**src/rtl/control_sequencer.sv**
```systemverilog
// Multi-cycle LEGv8 sequencing core: fetch with handshake, class-dependent
// execute steps, memory wait with timeout, halt, sticky trap, retire counter.
module control_sequencer #(
  parameter int MAX_EX = 4,
  parameter int STEP_W = 2,
  parameter int WAIT_W = 4,
  parameter int CNT_W  = 16
) (
  input  logic              clock,
  input  logic              reset,
  input  logic [31:0]       instr,
  input  logic              mem_ready,
  input  logic              halt_req,
  output logic              ir_load,
  output logic              pc_enable,
  output logic              mem_access,
  output logic [2:0]        state,
  output logic [STEP_W-1:0] step,
  output logic [2:0]        iclass,
  output logic              trap,
  output logic [1:0]        trap_cause,
  output logic              halted,
  output logic [CNT_W-1:0]  instr_count
);

  localparam logic [2:0] FETCH   = 3'd0;
  localparam logic [2:0] EXEC    = 3'd1;
  localparam logic [2:0] MEMWAIT = 3'd2;
  localparam logic [2:0] HALT    = 3'd3;
  localparam logic [2:0] TRAP    = 3'd4;

  localparam logic [2:0] C_DIMM   = 3'd0;
  localparam logic [2:0] C_BRANCH = 3'd1;
  localparam logic [2:0] C_MEM    = 3'd2;
  localparam logic [2:0] C_DREG   = 3'd3;
  localparam logic [2:0] C_UNDEF  = 3'd7;

  localparam logic [WAIT_W-1:0] WAIT_LIMIT = '1;
  localparam int MOVK_STEPS = (MAX_EX < 2) ? MAX_EX : 2;

  logic [31:0]       ir;
  logic [WAIT_W-1:0] wait_cnt;
  logic [STEP_W-1:0] last_step;
  logic              is_movk;
  logic              ir_unused;

  assign ir_unused = ^{ir[31:30], ir[22:0]};

  always_comb begin
    iclass = C_UNDEF;
    if (ir[28:26] == 3'b100)
      iclass = C_DIMM;
    else if (ir[28:26] == 3'b101)
      iclass = C_BRANCH;
    else if (ir[27:25] == 3'b101)
      iclass = C_DREG;
    else if (ir[27] && !ir[25])
      iclass = C_MEM;
  end

  assign is_movk   = (iclass == C_DIMM) && (ir[25:23] == 3'b101) && ir[29];
  assign last_step = is_movk ? STEP_W'(MOVK_STEPS - 1) : '0;

  assign mem_access = (state == FETCH) || (state == MEMWAIT);
  assign ir_load    = (state == FETCH) && mem_ready && !halt_req;
  assign pc_enable  = ((state == EXEC) && (step == last_step) &&
                       (iclass != C_UNDEF) && (iclass != C_MEM)) ||
                      ((state == MEMWAIT) && mem_ready);

  always_ff @(posedge clock) begin
    if (reset) begin
      state       <= FETCH;
      ir          <= '0;
      step        <= '0;
      wait_cnt    <= '0;
      trap        <= 1'b0;
      trap_cause  <= 2'b00;
      halted      <= 1'b0;
      instr_count <= '0;
    end else begin
      halted <= 1'b0;
      case (state)
        FETCH: begin
          if (halt_req) begin
            state    <= HALT;
            halted   <= 1'b1;
            wait_cnt <= '0;
          end else if (mem_ready) begin
            ir       <= instr;
            state    <= EXEC;
            step     <= '0;
            wait_cnt <= '0;
          end else if (wait_cnt == WAIT_LIMIT) begin
            state      <= TRAP;
            trap       <= 1'b1;
            trap_cause <= 2'b10;
          end else begin
            wait_cnt <= wait_cnt + 1'b1;
          end
        end
        EXEC: begin
          if (iclass == C_UNDEF) begin
            state      <= TRAP;
            trap       <= 1'b1;
            trap_cause <= 2'b01;
            step       <= '0;
          end else if (step != last_step) begin
            step <= step + 1'b1;
          end else begin
            step     <= '0;
            wait_cnt <= '0;
            if (iclass == C_MEM) begin
              state <= MEMWAIT;
            end else begin
              state       <= FETCH;
              instr_count <= instr_count + 1'b1;
            end
          end
        end
        MEMWAIT: begin
          if (mem_ready) begin
            state       <= FETCH;
            wait_cnt    <= '0;
            instr_count <= instr_count + 1'b1;
          end else if (wait_cnt == WAIT_LIMIT) begin
            state      <= TRAP;
            trap       <= 1'b1;
            trap_cause <= 2'b10;
          end else begin
            wait_cnt <= wait_cnt + 1'b1;
          end
        end
        HALT: begin
          if (halt_req) begin
            halted <= 1'b1;
          end else begin
            state    <= FETCH;
            wait_cnt <= '0;
          end
        end
        default: ;  // TRAP is sticky until reset
      endcase
    end
  end

endmodule
```
**config.mk**
```make
export PLATFORM = sky130hd
export DESIGN_NAME = control_sequencer
export DESIGN_NICKNAME = d
export VERILOG_FILES = /design/src/rtl/control_sequencer.sv
export SDC_FILE = /design/constraint.sdc
export NUM_CORES = 1
export LEC_CHECK = 0
export CORE_MARGIN = 2
export CORE_UTILIZATION = 47
export DETAILED_ROUTE_END_ITERATION = 7
export PLACE_DENSITY = 0.95
export SLEW_MARGIN = 5
export SYNTH_ARGS = -nofsm -noshare
export SYNTH_HDL_FRONTEND = slang
export SYNTH_SLANG_ARGS = --single-unit
export TNS_END_PERCENT = 50
```
**constraint.sdc**
```tcl
create_clock -name clock -period 4.7 [get_ports clock]
set_input_delay 1.175 -clock clock [delete_from_list [all_inputs] [get_ports clock]]
set_output_delay 1.175 -clock clock [all_outputs]
set_load 0.05 [all_outputs]
```
Yosys cells after proc, flatten, opt, wreduce, memory -nomap -nowiden. Index checks and enable logic that the tools add are counted. W data, S select, Z words.

Flip-flop bits (word level): 59. Input bits: 36. Output and inout bits: 31. Word-level logic and storage cells: 105.

$add $sub $neg: 3. Equality and inequality tests: 23. Multiplexer cells: 42. Bitwise operators: 2. Reductions and logical operators: 27.

Operators with widths (number): $mux W16 (4); $mux W3 (11); $pmux W16 S2 (1); $mux W4 (6); $mux W2 (9); $add A16 B1 Y16 const B (1); $pmux W4 S4 (1); $eq A3 B3 Y1 const B (5); $ne A2 B2 Y1 const B (7); $pmux W3 S4 (1); $reduce_and A3 Y1 (4); $eq A3 B2 Y1 const B (3); $logic_and A1 B1 Y1 (9); $logic_not A3 Y1 (2); $mux W1 (6); $ne A3 B3 Y1 const B (2); $pmux W2 S3 (1); $reduce_and A5 Y1 (1); $add A4 B1 Y4 const B (1); $eq A4 B4 Y1 const B (1); $pmux W2 S2 (1); $reduce_and A4 Y1 (1); $reduce_bool A2 Y1 (2); $reduce_bool A4 Y1 (1); other kinds (12) (16).

Longest topological paths before layout. Gate-level depths: netlist (run 1).

Word-level depth: 15. Gate-level depth with buffers: 8. Depth with buffers taken out: 7.

Least setup slack after synthesis (run 1). No wires, ideal clock.

Path type: flip-flop to output port. Start point: register state[2]. End point: output pc_enable. Arrival: 2.214 ns. Data required time: 3.525 ns. Slack: 1.311 ns. Stages on the path, launching flop included: 6. Path buffers: 1. Cell sequence: dfxtp_1 clkbuf_1 nor2_1 nand3_1 a21boi_0 inv_1.

Word-level cells in the longest chain between the ends: 5. Elaborated cells on any way between the ends: 7. Those cells by class: eq/ne: 2; reduce/logical: 5.

RTL lines: from (decl) (line 17) `output logic [2:0] state,`; from (signal assigned) (line 72) `state <= FETCH;`; from (signal assigned) (line 85) `state <= HALT;`; from (signal assigned) (line 90) `state <= EXEC;`; $eq A3 B1 Y1 (line 66) `assign pc_enable = ((state == EXEC) && (step == last_step) &&`; $logic_and A1 B1 Y1 (2 in series) (line 66); $logic_and A1 B1 Y1 (line 67) `(iclass != C_UNDEF) && (iclass != C_MEM)) ||`; $logic_or A1 B1 Y1 * (line 67); to (decl) (line 15) `output logic pc_enable,`.

Every way passes the cells marked *; elsewhere a longest branch is shown, timed or not.

Worst setup path in the final report (run 1).
Start point: input mem_ready. End point: output pc_enable.

Word-level cells in the longest chain between the ends: 2.

RTL lines: from (decl) (line 12) `input logic mem_ready,`; $logic_and A1 B1 Y1 (line 68) `((state == MEMWAIT) && mem_ready);`; $logic_or A1 B1 Y1 (line 67).

Every way passes these cells.

==> results_dict.tcl, run 1 <==
set metrics [dict create \
    io_buffer_count 41 \
    maxSlewHeadroom_pct 53.4 \
    grt_max_degree 37 \
    via_per_inst 5.59 \
    synth_edf_count 0 \
    pre_cts_slack_ns 0.567 \
    grt_usage_pct 20.3 \
    fill_cells 319 \
    syn-cell-area_sq_mm 0.00175 \
    synth-seq-cells 36 \
    yosysTopAreaCellShare_pct 41.1 \
    nets 287 \
    core_sq_mm 0.00363 \
    powerDensity_mw_per_mm2 382 \
    clk_pin_slew_worst_paths_ns 0.07 \
    drv_slew 0 \
    antenna_found_initial 0 \
    die_w_um 65.1 \
    hold_buffers 0 \
    place_congestion 0.832 \
    io_pins 67 \
    cap_violations 0 \
    ir_drop_v 0.000279 \
    worstPathArrival_ns 2.97 \
    areaGrowthSynthToFinish_pct 33.0 \
    endpoint_kind "output port" \
    die-area_sq_mm 0.00423 \
    synth.area.top_cells "dfxtp_1 (41%), nor2_1 (8.4%), mux2i_1 (5.1%)" \
    ant_nets 0 \
    drtIter0Drc 172 \
    hold_class "flop to flop" \
    yosys_warnings 0 \
    fin_tns_setup_ns 0 \
    ys_top_cells_by_count "nor2_1 (39), dfxtp_1 (36), nand2_1 (13), a21oi_1 (12), xor2_1 (10)" \
    insertion_delay_ns 0.29 \
    path_class "primary input to output port" \
    fmax_mhz 241 \
    setup_ws_ns 0.558 \
    cts_resized 0 \
    fin_crit_sh_pct 88.1 \
    final_hold_viol_count 0 \
    rsz0062_at_grt "no" \
    stdcell_count 298 \
    status "finished, final reports clean" \
    slowest_delay_ns 0.80 \
    dieHeight_um 65.1 \
    drc 0 \
    first_global_vias 1533 \
    crit_top_cell "clkdlybuf4s50_1" \
    layout-drive-gt1-share_pct 6.00 \
    critPathSlowestCell "clkdlybuf4s50_1" \
    routed_wl_um 4100 \
    worstMarginPinSlew_ns 0.699 \
    worst_setup_path_start_kind "primary input" \
    fp-row-count 22 \
    seq_area_frac_synth_pct 41.1 \
    setup_violations 0 \
    fin_skew_ns 0.00449 \
    start_util_pct 48.2 \
    cts_root_buf "clkbuf_8" \
    yosysMostFrequentCell "nor2_1" \
    hpwl_um 2820 \
    drt_pass1_iterations 4 \
    p_leak_nw 0.828 \
    period_minus_slack_ns 4.14 \
    overflow 0 \
    dp_cells 290 \
    synthFlopType "dfxtp_1" \
    synthArstFlopShare_pct 0 \
    cts_tree "yes" \
    post-cts-setup-buffer-count 0 \
    antenna_cells 0 \
    synth_cells 208 \
    crit_required_ns 3.52 \
    grt_pass1_wl_um 6780 \
    syn-mean-instance-area_sq_um 8.43 \
    cts.sinks 36 \
    ctsLongestPathBuffers 2 \
    htree_levels 2 \
    wl_per_cell_um 13.7 \
    crit_fanout 5 \
    num_vias 1665 \
    cts-buffers-inserted 5 \
    syn_nets 246 \
    synth.distinct_cells 41 \
    crit_chain "clkdlybuf4s50_1 -> nand3_1 -> a21boi_0 -> inv_1 -> clkdlybuf4s50_1" \
    yosys.area.top_type "dfxtp_1" \
]
cell type report:
cell class	instances	area, sq um	area share [%]
Timing Repair Buffer	44	430	18.5
Sequential cell	36	721	30.9
Clock buffer	7	96.3	4.13
Inverter	6	22.5	0.966
Clock inverter	1	30.0	1.29
Multi-Input combinational cell	156	972	41.7
Tap cell	48	60.1	2.58
cell families (layout without fill, tap and decap cells):
kind of cell	Yosys count	count (layout)	share of synthesized area (%)
simple gates	83	83	22.3
compound gates	51	51	21.1
flops	36	36	41.1
buf+inv	16	58	3.43
xor+xnor	11	11	5.50
mux	9	9	5.14
fa+ha+maj	2	2	1.43
routing by layer:
layer	share of wire [%]	track usage, %	up-vias
li1	-	-	823
met4	1.6	9.64	0
met5	0	0	-
met3	7.6	4.51	10
met1	44	25.8	761
met2	47	32.5	71
stage by stage:
stage	utilization [%]	hold slack, ns	power (mW)	area, sq um
6_report	64.2	0.476	0.891	2330
5_1_grt	64.2	0.519	0.928	2330
4_1_cts	64.2	0.481	0.895	2330
3_5_place_dp	60.7	0.466	0.597	2210
3_3_place_gp	60.7	0.453	0.590	2210
2_1_floorplan	-	0.451	0.520	1750
critical path, delay by kind of cell:
family,cells,cell delay [ns]
buffers and inverters,3,1.47
and+or+nand+nor,1,0.13
AOI/OAI and AO/OA,1,0.19
report_power, final:
| group | switching [mW] | leakage (nW) | internal, mW | total [mW] |
|---|---|---|---|---|
| combinational | 0.154 | 0.472 | 0.0861 | 0.240 |
| clock | 0.113 | 0.0645 | 0.187 | 0.300 |
| sequential | 0.0266 | 0.292 | 0.324 | 0.351 |
path summary, 6_finish.rpt:
| check | startpoint | endpoint | slack [ns] | cells after the start |
|---|---|---|---|---|
| min | trap | trap | 0.48 | 2 |
| max | mem_ready | pc_enable | 0.56 | 5 |
| min reg2reg | trap | trap | 0.48 | 2 |
| max reg2reg | ir[28] | instr_count[15] | 2.08 | 6 |
cell usage in the layout, fill, tap and decap left out, types with 2 or more instances in the layout:
master,n
clkdlybuf4s50_1,40
nor2_1,39
dfxtp_1,36
nand2_1,13
a21oi_1,12
xor2_1,10
o21ai_0,9
mux2i_1,9
nand3_1,8
clkbuf_8,7
inv_1,6
o2111ai_1,5
o211ai_1,5
nand2b_1,4
and3_1,4
buf_4,4
nor2b_1,3
nor3_1,3
a221oi_1,3
o31ai_1,3
a21boi_0,2
or3_1,2
a211oi_1,2
ha_1,2
registers in the layout, summed over array words and instances (netlist names):
signal	flops
step	2
trap	1
instr_count	16
ir	7
wait_cnt	4
state	3
halted	1
trap_cause	2
(Power assumes the default switching activity.)
==> run 2, diff against run 1 <==
CORE_MARGIN = unset   (was 2)
==> run 2 against run 1 <==
Power fell by 8.6%; fmax fell by 0.60%; clock-buffer cell count rose by 1; combinational power barely moved; first-iteration DRC count fell by 52%; flip-flop and latch count did not move; register-to-register slack improved by 0.02 ns; final cell count fell by 0.67%; clock skew barely moved; critical path type is now flop to output port; largest power group unchanged.
==> results_dict.tcl, run 2 (same netlist as run 1, synthesis figures left out) <==
set metrics [dict create \
    maxSlewHeadroom_pct 53.0 \
    ant_nets 0 \
    status "finished, final reports clean" \
    drt_pass1_iterations 4 \
    fin_tns_setup_ns 0 \
    p_int_mw 0.530 \
    grt_pass1_wl_um 6870 \
    overflow 0 \
    fill_cells 279 \
    largest_reg_flops 16 \
    p_switching_mw 0.284 \
    p_leak_nw 0.809 \
    layout_commonest_cell "clkdlybuf4s50_1" \
    cts_root_buf "clkbuf_8" \
    first_global_vias 1529 \
    die-area_sq_mm 0.00398 \
    final_hold_viol_count 0 \
    top_layer_used "met4" \
    rsz0062_at_grt "no" \
    wl_met3_um 265 \
    clkPwrFrac_pct 27.8 \
    antenna_cells 0 \
    cts_tree "yes" \
    setup_violations 0 \
    io_pins 67 \
    seq_power_share_pct 43.0 \
    register_area_sq_um 721 \
    start_util_pct 50.9 \
    grt_usage_pct 21.7 \
    die_w_um 63.1 \
    drv_slew 0 \
    wl_per_cell_um 12.9 \
    areaGrowthSynthToFinish_pct 30.8 \
    place_congestion 0.851 \
    multi_input_area_sq_um 972 \
    htree_levels 2 \
    dieHeight_um 63.1 \
    fmax_mhz 240 \
    top_register "instr_count" \
    layout_common_cells "clkdlybuf4s50_1 (40), nor2_1 (39), dfxtp_1 (36), nand2_1 (13), a21oi_1 (12)" \
    worstMarginPinSlew_ns 0.705 \
    wl_met1_um 1800 \
    period_minus_slack_ns 4.17 \
    top_regs "instr_count: 16 flops, ir: 7 flops, wait_cnt: 4 flops" \
    insertion_delay_ns 0.29 \
    comb_power_share_pct 29.1 \
    crit_required_ns 3.52 \
    worstPathArrival_ns 2.99 \
    ctsLongestPathBuffers 2 \
    clk_pin_slew_worst_paths_ns 0.07 \
    endpoint_kind "output port" \
    core_sq_mm 0.00344 \
    hold_buffers 0 \
    crit_fanout 6 \
    nets 287 \
    cts-buffers-inserted 5 \
    drc 0 \
    cts_resized 0 \
    dp_cells 288 \
    routed_wl_um 3830 \
    wl_met2_um 1720 \
    fin_skew_ns 0.00421 \
    powerDensity_mw_per_mm2 355 \
    cap_violations 0 \
    path_class "flop to output port" \
    hold_class "flop to flop" \
    num_vias 1622 \
    stdcell_count 296 \
    worst_setup_path_start_kind "flop" \
    fin_crit_sh_pct 88.7 \
    antenna_found_initial 0 \
    via_per_inst 5.48 \
    grt_max_degree 37 \
    hpwl_um 2650 \
    switching_share_pct 34.9 \
    fp-row-count 21 \
    io_buffer_count 41 \
    ir_drop_v 0.000252 \
    post-cts-setup-buffer-count 0 \
    layout-drive-gt1-share_pct 5.20 \
    cts.sinks 36 \
    drtIter0Drc 83 \
]
==> run 2: changes by cell type in the layout (fill, tap and decap cells not counted) <==
cell	delta
bufinv_16	-1
clkbuf_1	+2
clkbuf_8	-1
==> run 2: worst paths after layout <==
kind | startpoint | cells after the start | slack (ns) | end
hold / removal | trap | 2 | 0.48 | trap
setup reg to reg | ir[28] | 6 | 2.10 | instr_count[15]
setup / recovery | ir[28] | 6 | 0.53 | pc_enable
hold reg to reg | trap | 2 | 0.48 | trap
==> run 2: per-stage QoR <==
| stage | utilization, % | hold WS, ns | setup WS (ns) | cell area [sq um] | power (mW) |
|---|---|---|---|---|---|
| finish | 66.6 | 0.476 | 0.532 | 2290 | 0.814 |
| global route | 66.6 | 0.516 | 0.276 | 2290 | 0.854 |
| CTS | 66.6 | 0.480 | 0.537 | 2290 | 0.818 |
| detailed placement | 64.0 | 0.465 | 0.577 | 2200 | 0.593 |
| global placement | 64.0 | 0.454 | 0.582 | 2200 | 0.590 |
| floorplan | - | 0.451 | 1.31 | 1750 | 0.520 |
==> run 2: final cells by class <==
type                    instances  share of cell area, %
well taps                      46                   2.51
clock buffers                   8                   3.93
flip-flops and latches         36                   31.4
repair buffers                 44                   18.8
multi-input cells             156                   42.4
inverters                       6                  0.982
==> run 2: worst max-delay path: stages (launching register included) <==
cell and delay (ns):
dfxtp_1 0.40, or3b_1 0.40, o21ai_0 0.50, nand2_1 0.23
a21boi_0 0.37, inv_1 0.11, clkdlybuf4s50_1 0.71
==> run 2: power groups by stage <==
| stage | clock, mW | combinational [mW] | sequential, mW |
|---|---|---|---|
| finish | 0.226 | 0.237 | 0.351 |
| global route | 0.245 | 0.255 | 0.354 |
| CTS | 0.231 | 0.237 | 0.350 |
| detailed placement | 0 | 0.236 | 0.357 |
| global placement | 0 | 0.234 | 0.356 |
| floorplan | 0 | 0.132 | 0.389 |
==> run 2: metal layers <==
metal  track usage [%]  vias up
li1                  -      818
met1              27.3      737
met2              34.9       61
met3              6.16        6
met4              8.14        0
met5                 0        -
